--- src/rtl/fifo_flow_ctrl_pkg.sv ---
// Shared definitions for the flow-controlled FIFO: default geometry and the
// encoding of the back-pressure state machine.
package fifo_flow_ctrl_pkg;

  localparam int DEF_DATA_W = 12;
  localparam int DEF_ADDR_W = 3;

  typedef enum logic {
    ST_FLOW  = 1'b0,
    ST_PAUSE = 1'b1
  } pause_state_t;

endpackage

--- src/rtl/fifo_flow_ctrl_dpram.sv ---
// Simple dual-port storage: synchronous write port and a registered read port
// whose output register holds its value when no read is enabled.
module fifo_flow_ctrl_dpram #(
  parameter int DATA_W = 12,
  parameter int ADDR_W = 3
) (
  input  logic              clk,
  input  logic              reset,
  input  logic              wr_en,
  input  logic [ADDR_W-1:0] wr_addr,
  input  logic [DATA_W-1:0] wr_data,
  input  logic              rd_en,
  input  logic [ADDR_W-1:0] rd_addr,
  output logic [DATA_W-1:0] rd_data
);

  localparam int DEPTH = 2 ** ADDR_W;

  logic [DATA_W-1:0] mem_r [DEPTH];
  logic [DATA_W-1:0] rd_data_r;

  // storage array write, contents deliberately not reset
  always_ff @(posedge clk) begin
    if (wr_en) begin
      mem_r[wr_addr] <= wr_data;
    end
  end

  // registered read; a same-cycle write to rd_addr returns the old word
  always_ff @(posedge clk) begin
    if (reset) begin
      rd_data_r <= {DATA_W{1'b0}};
    end else if (rd_en) begin
      rd_data_r <= mem_r[rd_addr];
    end else begin
      rd_data_r <= rd_data_r;
    end
  end

  assign rd_data = rd_data_r;

endmodule

--- src/rtl/fifo_flow_ctrl.sv ---
// Synchronous FIFO with guarded push/pop, sticky error flags and a hysteresis
// pause output that throttles the upstream lane logic.
module fifo_flow_ctrl
  import fifo_flow_ctrl_pkg::*;
#(
  parameter int DATA_W = DEF_DATA_W,
  parameter int ADDR_W = DEF_ADDR_W,
  parameter int THR_W  = ADDR_W + 1
) (
  input  logic              clk,
  input  logic              reset,
  input  logic              wr_en,
  input  logic [DATA_W-1:0] data_in,
  input  logic              rd_en,
  input  logic [THR_W-1:0]  umbral_bajo,
  input  logic [THR_W-1:0]  umbral_alto,
  input  logic              err_clr,
  output logic [DATA_W-1:0] data_out,
  output logic              valid_out,
  output logic [THR_W-1:0]  count,
  output logic              full,
  output logic              empty,
  output logic              almost_full,
  output logic              almost_empty,
  output logic              pause,
  output logic              overflow_err,
  output logic              underflow_err
);

  localparam logic [THR_W-1:0] FULL_CNT = THR_W'(1) << ADDR_W;

  logic [ADDR_W-1:0] wr_ptr_r;
  logic [ADDR_W-1:0] rd_ptr_r;
  logic [THR_W-1:0]  count_r;
  logic [THR_W-1:0]  count_nxt_s;
  logic              valid_r;
  logic              ovf_r;
  logic              udf_r;
  logic              ovf_nxt_s;
  logic              udf_nxt_s;
  logic              wr_acc_s;
  logic              rd_acc_s;
  logic              full_s;
  logic              empty_s;
  pause_state_t      state_r;
  pause_state_t      state_nxt_s;

  assign full_s   = (count_r == FULL_CNT);
  assign empty_s  = (count_r == {THR_W{1'b0}});
  // a push into a full FIFO is still legal when a pop frees a slot this cycle
  assign rd_acc_s = rd_en & ~empty_s;
  assign wr_acc_s = wr_en & (~full_s | rd_acc_s);

  fifo_flow_ctrl_dpram #(
    .DATA_W (DATA_W),
    .ADDR_W (ADDR_W)
  ) u_dpram (
    .clk     (clk),
    .reset   (reset),
    .wr_en   (wr_acc_s & ~reset),
    .wr_addr (wr_ptr_r),
    .wr_data (data_in),
    .rd_en   (rd_acc_s & ~reset),
    .rd_addr (rd_ptr_r),
    .rd_data (data_out)
  );

  // occupancy, sticky-error and pause next-state computation
  always_comb begin
    count_nxt_s = count_r;
    ovf_nxt_s   = ovf_r;
    udf_nxt_s   = udf_r;
    state_nxt_s = state_r;

    case ({wr_acc_s, rd_acc_s})
      2'b10:   count_nxt_s = count_r + THR_W'(1);
      2'b01:   count_nxt_s = count_r - THR_W'(1);
      default: count_nxt_s = count_r;
    endcase

    if (wr_en & ~wr_acc_s) begin
      ovf_nxt_s = 1'b1;
    end else if (err_clr) begin
      ovf_nxt_s = 1'b0;
    end else begin
      ovf_nxt_s = ovf_r;
    end

    if (rd_en & ~rd_acc_s) begin
      udf_nxt_s = 1'b1;
    end else if (err_clr) begin
      udf_nxt_s = 1'b0;
    end else begin
      udf_nxt_s = udf_r;
    end

    case (state_r)
      ST_FLOW: begin
        if (count_r >= umbral_alto) begin
          state_nxt_s = ST_PAUSE;
        end else begin
          state_nxt_s = ST_FLOW;
        end
      end
      ST_PAUSE: begin
        if (count_r <= umbral_bajo) begin
          state_nxt_s = ST_FLOW;
        end else begin
          state_nxt_s = ST_PAUSE;
        end
      end
      default: state_nxt_s = ST_FLOW;
    endcase
  end

  // pointer, count, strobe, error and FSM state registers
  always_ff @(posedge clk) begin
    if (reset) begin
      wr_ptr_r <= {ADDR_W{1'b0}};
      rd_ptr_r <= {ADDR_W{1'b0}};
      count_r  <= {THR_W{1'b0}};
      valid_r  <= 1'b0;
      ovf_r    <= 1'b0;
      udf_r    <= 1'b0;
      state_r  <= ST_FLOW;
    end else begin
      if (wr_acc_s) begin
        wr_ptr_r <= wr_ptr_r + ADDR_W'(1);
      end
      if (rd_acc_s) begin
        rd_ptr_r <= rd_ptr_r + ADDR_W'(1);
      end
      count_r <= count_nxt_s;
      valid_r <= rd_acc_s;
      ovf_r   <= ovf_nxt_s;
      udf_r   <= udf_nxt_s;
      state_r <= state_nxt_s;
    end
  end

  assign valid_out     = valid_r;
  assign count         = count_r;
  assign full          = full_s;
  assign empty         = empty_s;
  assign almost_full   = (count_r >= umbral_alto);
  assign almost_empty  = (count_r <= umbral_bajo);
  assign pause         = (state_r == ST_PAUSE);
  assign overflow_err  = ovf_r;
  assign underflow_err = udf_r;

endmodule

--- config.mk ---
export PLATFORM = sky130hd
export DESIGN_NAME = fifo_flow_ctrl
export DESIGN_NICKNAME = d
export VERILOG_FILES = /design/src/rtl/fifo_flow_ctrl_pkg.sv /design/src/rtl/fifo_flow_ctrl_dpram.sv /design/src/rtl/fifo_flow_ctrl.sv
export SDC_FILE = /design/constraint.sdc
export NUM_CORES = 1
export LEC_CHECK = 0
export ABC_AREA = 1
export CAP_MARGIN = 25
export CORE_MARGIN = 2
export CORE_UTILIZATION = 57
export CTS_CLUSTER_SIZE = 14
export DETAILED_ROUTE_END_ITERATION = 16
export GPL_TIMING_DRIVEN = 0
export MAX_ROUTING_LAYER = met4
export PLACE_DENSITY = 0.79
export REMOVE_ABC_BUFFERS = 1
export SLEW_MARGIN = 20
export SYNTH_ARGS = -nofsm -noshare
export SYNTH_HDL_FRONTEND = slang
export SYNTH_SLANG_ARGS = --single-unit
--- constraint.sdc ---
create_clock -name clk -period 3.06 [get_ports clk]
set_clock_uncertainty 0.05 [all_clocks]
set_input_delay 0.459 -clock clk [delete_from_list [all_inputs] [get_ports clk]]
set_output_delay 0.459 -clock clk [all_outputs]
set_load 0.01 [all_outputs]
==> metrics.yaml <==
outcome:
  status: "complete, no violations"
sta:
  hold_viol_final: 0
  period_share_pct: 88.9
  worstMarginPinSlew_ns: 0.885
  finalSetupTns_ns: 0
  period_minus_slack_ns: 2.72
  fmax_mhz: 368
  whs_ns: 0.411
  setup_viol: 0
  drv_slew: 0
  slew_headroom_pct: 41.0
  rsz0062_at_grt: "no"
place:
  dp_hpwl_um: 6920
  placed_cell_area_sq_um: 5960
  gp_congestion: 0.844
  io_buffers: 48
global_route:
  grt_remaining_overflow: 0
  gr-usage-all-layers_pct: 25.6
  grt-busiest-layer: "met2"
  use_met3_pct: 6.10
  grt_pass1_wl_um: 18500
  grt_max_degree: 51
  first_global_vias: 3819
  met2_usage_pct: 42.4
  use_met1_pct: 29.6
  antenna_found_initial: 0
synth:
  syn_area_sq_um: 5360
  synth-simple-area-share_pct: 21.9
  synth-adder-area-share_pct: 3.18
  synth-compound-area-share_pct: 4.95
  syn_avg_cell_area_sq_um: 10.4
  synth_top_family_by_area: "simple AND/OR/NAND/NOR gates"
  synth-seq-cells: 122
  syn_inst: 516
  yosysSeqAreaShare_pct: 63.5
  yosys_warnings: 0
  synthDistinctLibCells: 31
  yosys-mux-area-fraction_pct: 0
  synth-xor-area-share_pct: 0.327
clock_network:
  htreeDepth: 4
  insertion_delay_ns: 0.52
  post_cts_resize_count: 0
  clk_pin_slew_ns: 0.06
  cts_buffer_depth: 2
  cts_made_buffers: 17
  cts_hold_buf: 0
  clkSinkCount: 122
  cts_tree: "done"
  post_cts_buffers: 0
  clock-root-buffer: "clkbuf_8"
min_path:
  hold_path_class: "reg2reg"
  worstHoldStart: "u_dpram.rd_data[11]"
  holdPathStages: 2
setup_path:
  cp-endpoint: "almost_empty"
  reg2reg_depth: 7
  cp_data_arrival_time_ns: 2.21
  critPathLaunchType: "flop"
  startpoint: "count[3]"
  path_max_fanout: 8
  regToRegEndpoint: "u_dpram.mem_r[0][0]"
  critPathKind: "reg2out"
  r2r_start: "count[2]"
  r2r_setup_slack_ns: 0.71
  worstPathRequired_ns: 2.55
  critPathCaptureType: "output pin"
die:
  die_w_um: 101
  initial_core_util_pct: 58.3
  fp-row-count: 35
  pin_count: 49
  dieArea_sq_um: 10200
  core_area_sq_um: 9200
  die-height_um: 101
pwr:
  power.total_mw: 5.49
  power.density_nw_per_um2: 836
  ir_drop_uv: 514
  leakagePower_nw: 2.58
drt:
  dr_total_vias: 3788
  vias_per_cell: 5.47
  drc: 0
  postRouteAntennaNets: 0
  wl_um: 11700
  routedWlPerCell_um: 16.9
  drt_first_pass_iters: 5
  first_iter_violations: 325
finish:
  area_growth_pct: 22.4
  final_core_util_pct: 71.3
  num_antenna_cells: 0
  drive_gt1_share_pct: 13.1
  num-nets-final: 607
  final_cell_area_sq_um: 6560
run:
  max-cap-violations: 0
==> critical path, cell delays in order (launching register included) <==
cell and delay (ns):
dfxtp_1 0.51, ha_1 0.32, a21oi_1 0.13, o21ai_0 0.08
nand2_1 0.09, clkdlybuf4s50_1 0.55
==> power by group <==
part,switching [mW],internal (mW)
logic,0.820,0.571
clock network,0.697,1.31
registers,0.177,1.90
total,1.69,3.79
==> per-layer routing <==
layer,share of wire (%),routed length [um]
met1,39,4560
met2,51,5980
met3,8.2,959
met4,2.0,236
met5,0,0
==> cells by family (layout without fill, tap and decap cells) <==
logic type,Yosys count,in the layout
AOI/OAI and AO/OA,45,45
xor gates and xnor gates,2,2
adders and majority gates,13,13
buffers and inverters,72,138
DFF,122,122
and+or+nand+nor,262,262
==> final cells by class <==
class	count	area, sq um
clock buffer	19	422
clock inverter	13	179
fill	620	2640
inverter	51	191
multi-input combinational	322	1660
sequential	122	3410
tap	111	139
timing repair buffer	55	567
==> cells in the mapped netlist <==
| cell | instances | share of area [%] |
|---|---|---|
| inv_1 | 48 | 3.4 |
| nand2_1 | 152 | 11 |
| nor3_1 | 5 | 0.47 |
| inv_2 | 2 | 0.14 |
| nand3_1 | 51 | 4.8 |
| o21ai_0 | 11 | 1.0 |
| nand2_2 | 2 | 0.23 |
| buf_4 | 2 | 0.28 |
| buf_12 | 1 | 0.37 |
| nand4_1 | 3 | 0.35 |
| o21bai_1 | 1 | 0.14 |
| nand3_2 | 10 | 1.9 |
| ha_1 | 12 | 2.8 |
| buf_6 | 3 | 0.63 |
| o21ai_1 | 7 | 0.65 |
| nand2_4 | 2 | 0.42 |
| clkbuf_1 | 4 | 0.28 |
| nor2_8 | 1 | 0.37 |
| buf_2 | 10 | 0.93 |
| nor2_4 | 1 | 0.21 |
| clkinv_1 | 1 | 0.070 |
| dfxtp_1 | 26 | 9.7 |
| a21oi_1 | 16 | 1.5 |
| nor2_1 | 33 | 2.3 |
| fa_1 | 1 | 0.37 |
| buf_1 | 1 | 0.070 |
| xor2_1 | 2 | 0.33 |
| edfxtp_1 | 96 | 54 |
| nor3b_1 | 1 | 0.14 |
| a21oi_2 | 10 | 1.6 |
| nor2_2 | 1 | 0.12 |
==> placed cells by master (no fill, tap or decap), types with 3 or more instances in the layout <==
master	netlist	layout
buf_6	3	5
inv_1	48	48
clkbuf_16	0	16
a21oi_1	16	16
bufinv_16	0	4
ha_1	12	12
clkinvlp_4	0	3
nand2_1	152	152
a21oi_2	10	10
nor3_2	0	4
nor2_2	1	5
clkinv_2	0	3
clkdlybuf4s50_1	0	47
dfxtp_1	26	24
nor2_1	33	29
edfxtp_1	96	96
nand4_1	3	3
nand3_2	10	10
o21ai_1	7	7
nand3_1	51	51
o21ai_0	11	11
==> registers in the layout, summed over array words and instances (netlist names) <==
register / flops
u_dpram.mem_r: 96
u_dpram.rd_data: 12
count: 4
rd_ptr_r: 3
wr_ptr_r: 3
overflow_err: 1
pause: 1
underflow_err: 1
valid_out: 1
==> stage by stage <==
step / setup slack, ns / std cells
after global routing: 0.209 / 693
after CTS: 0.319 / 693
final: 0.340 / 693
after global placement: -1.47 / 654
after detailed placement: 0.191 / 661
after floorplan: 0.820 / 495
==> worst min path at each step <==
stage                     slack [ns]             endpoint
after floorplan                 0.43         overflow_err
after global placement          0.40  u_dpram.rd_data[11]
after detailed placement        0.41  u_dpram.rd_data[11]
after CTS                       0.41   u_dpram.rd_data[8]
after global routing            0.43   u_dpram.rd_data[0]
final                           0.41  u_dpram.rd_data[11]
Power figures use the tool's default switching activity.
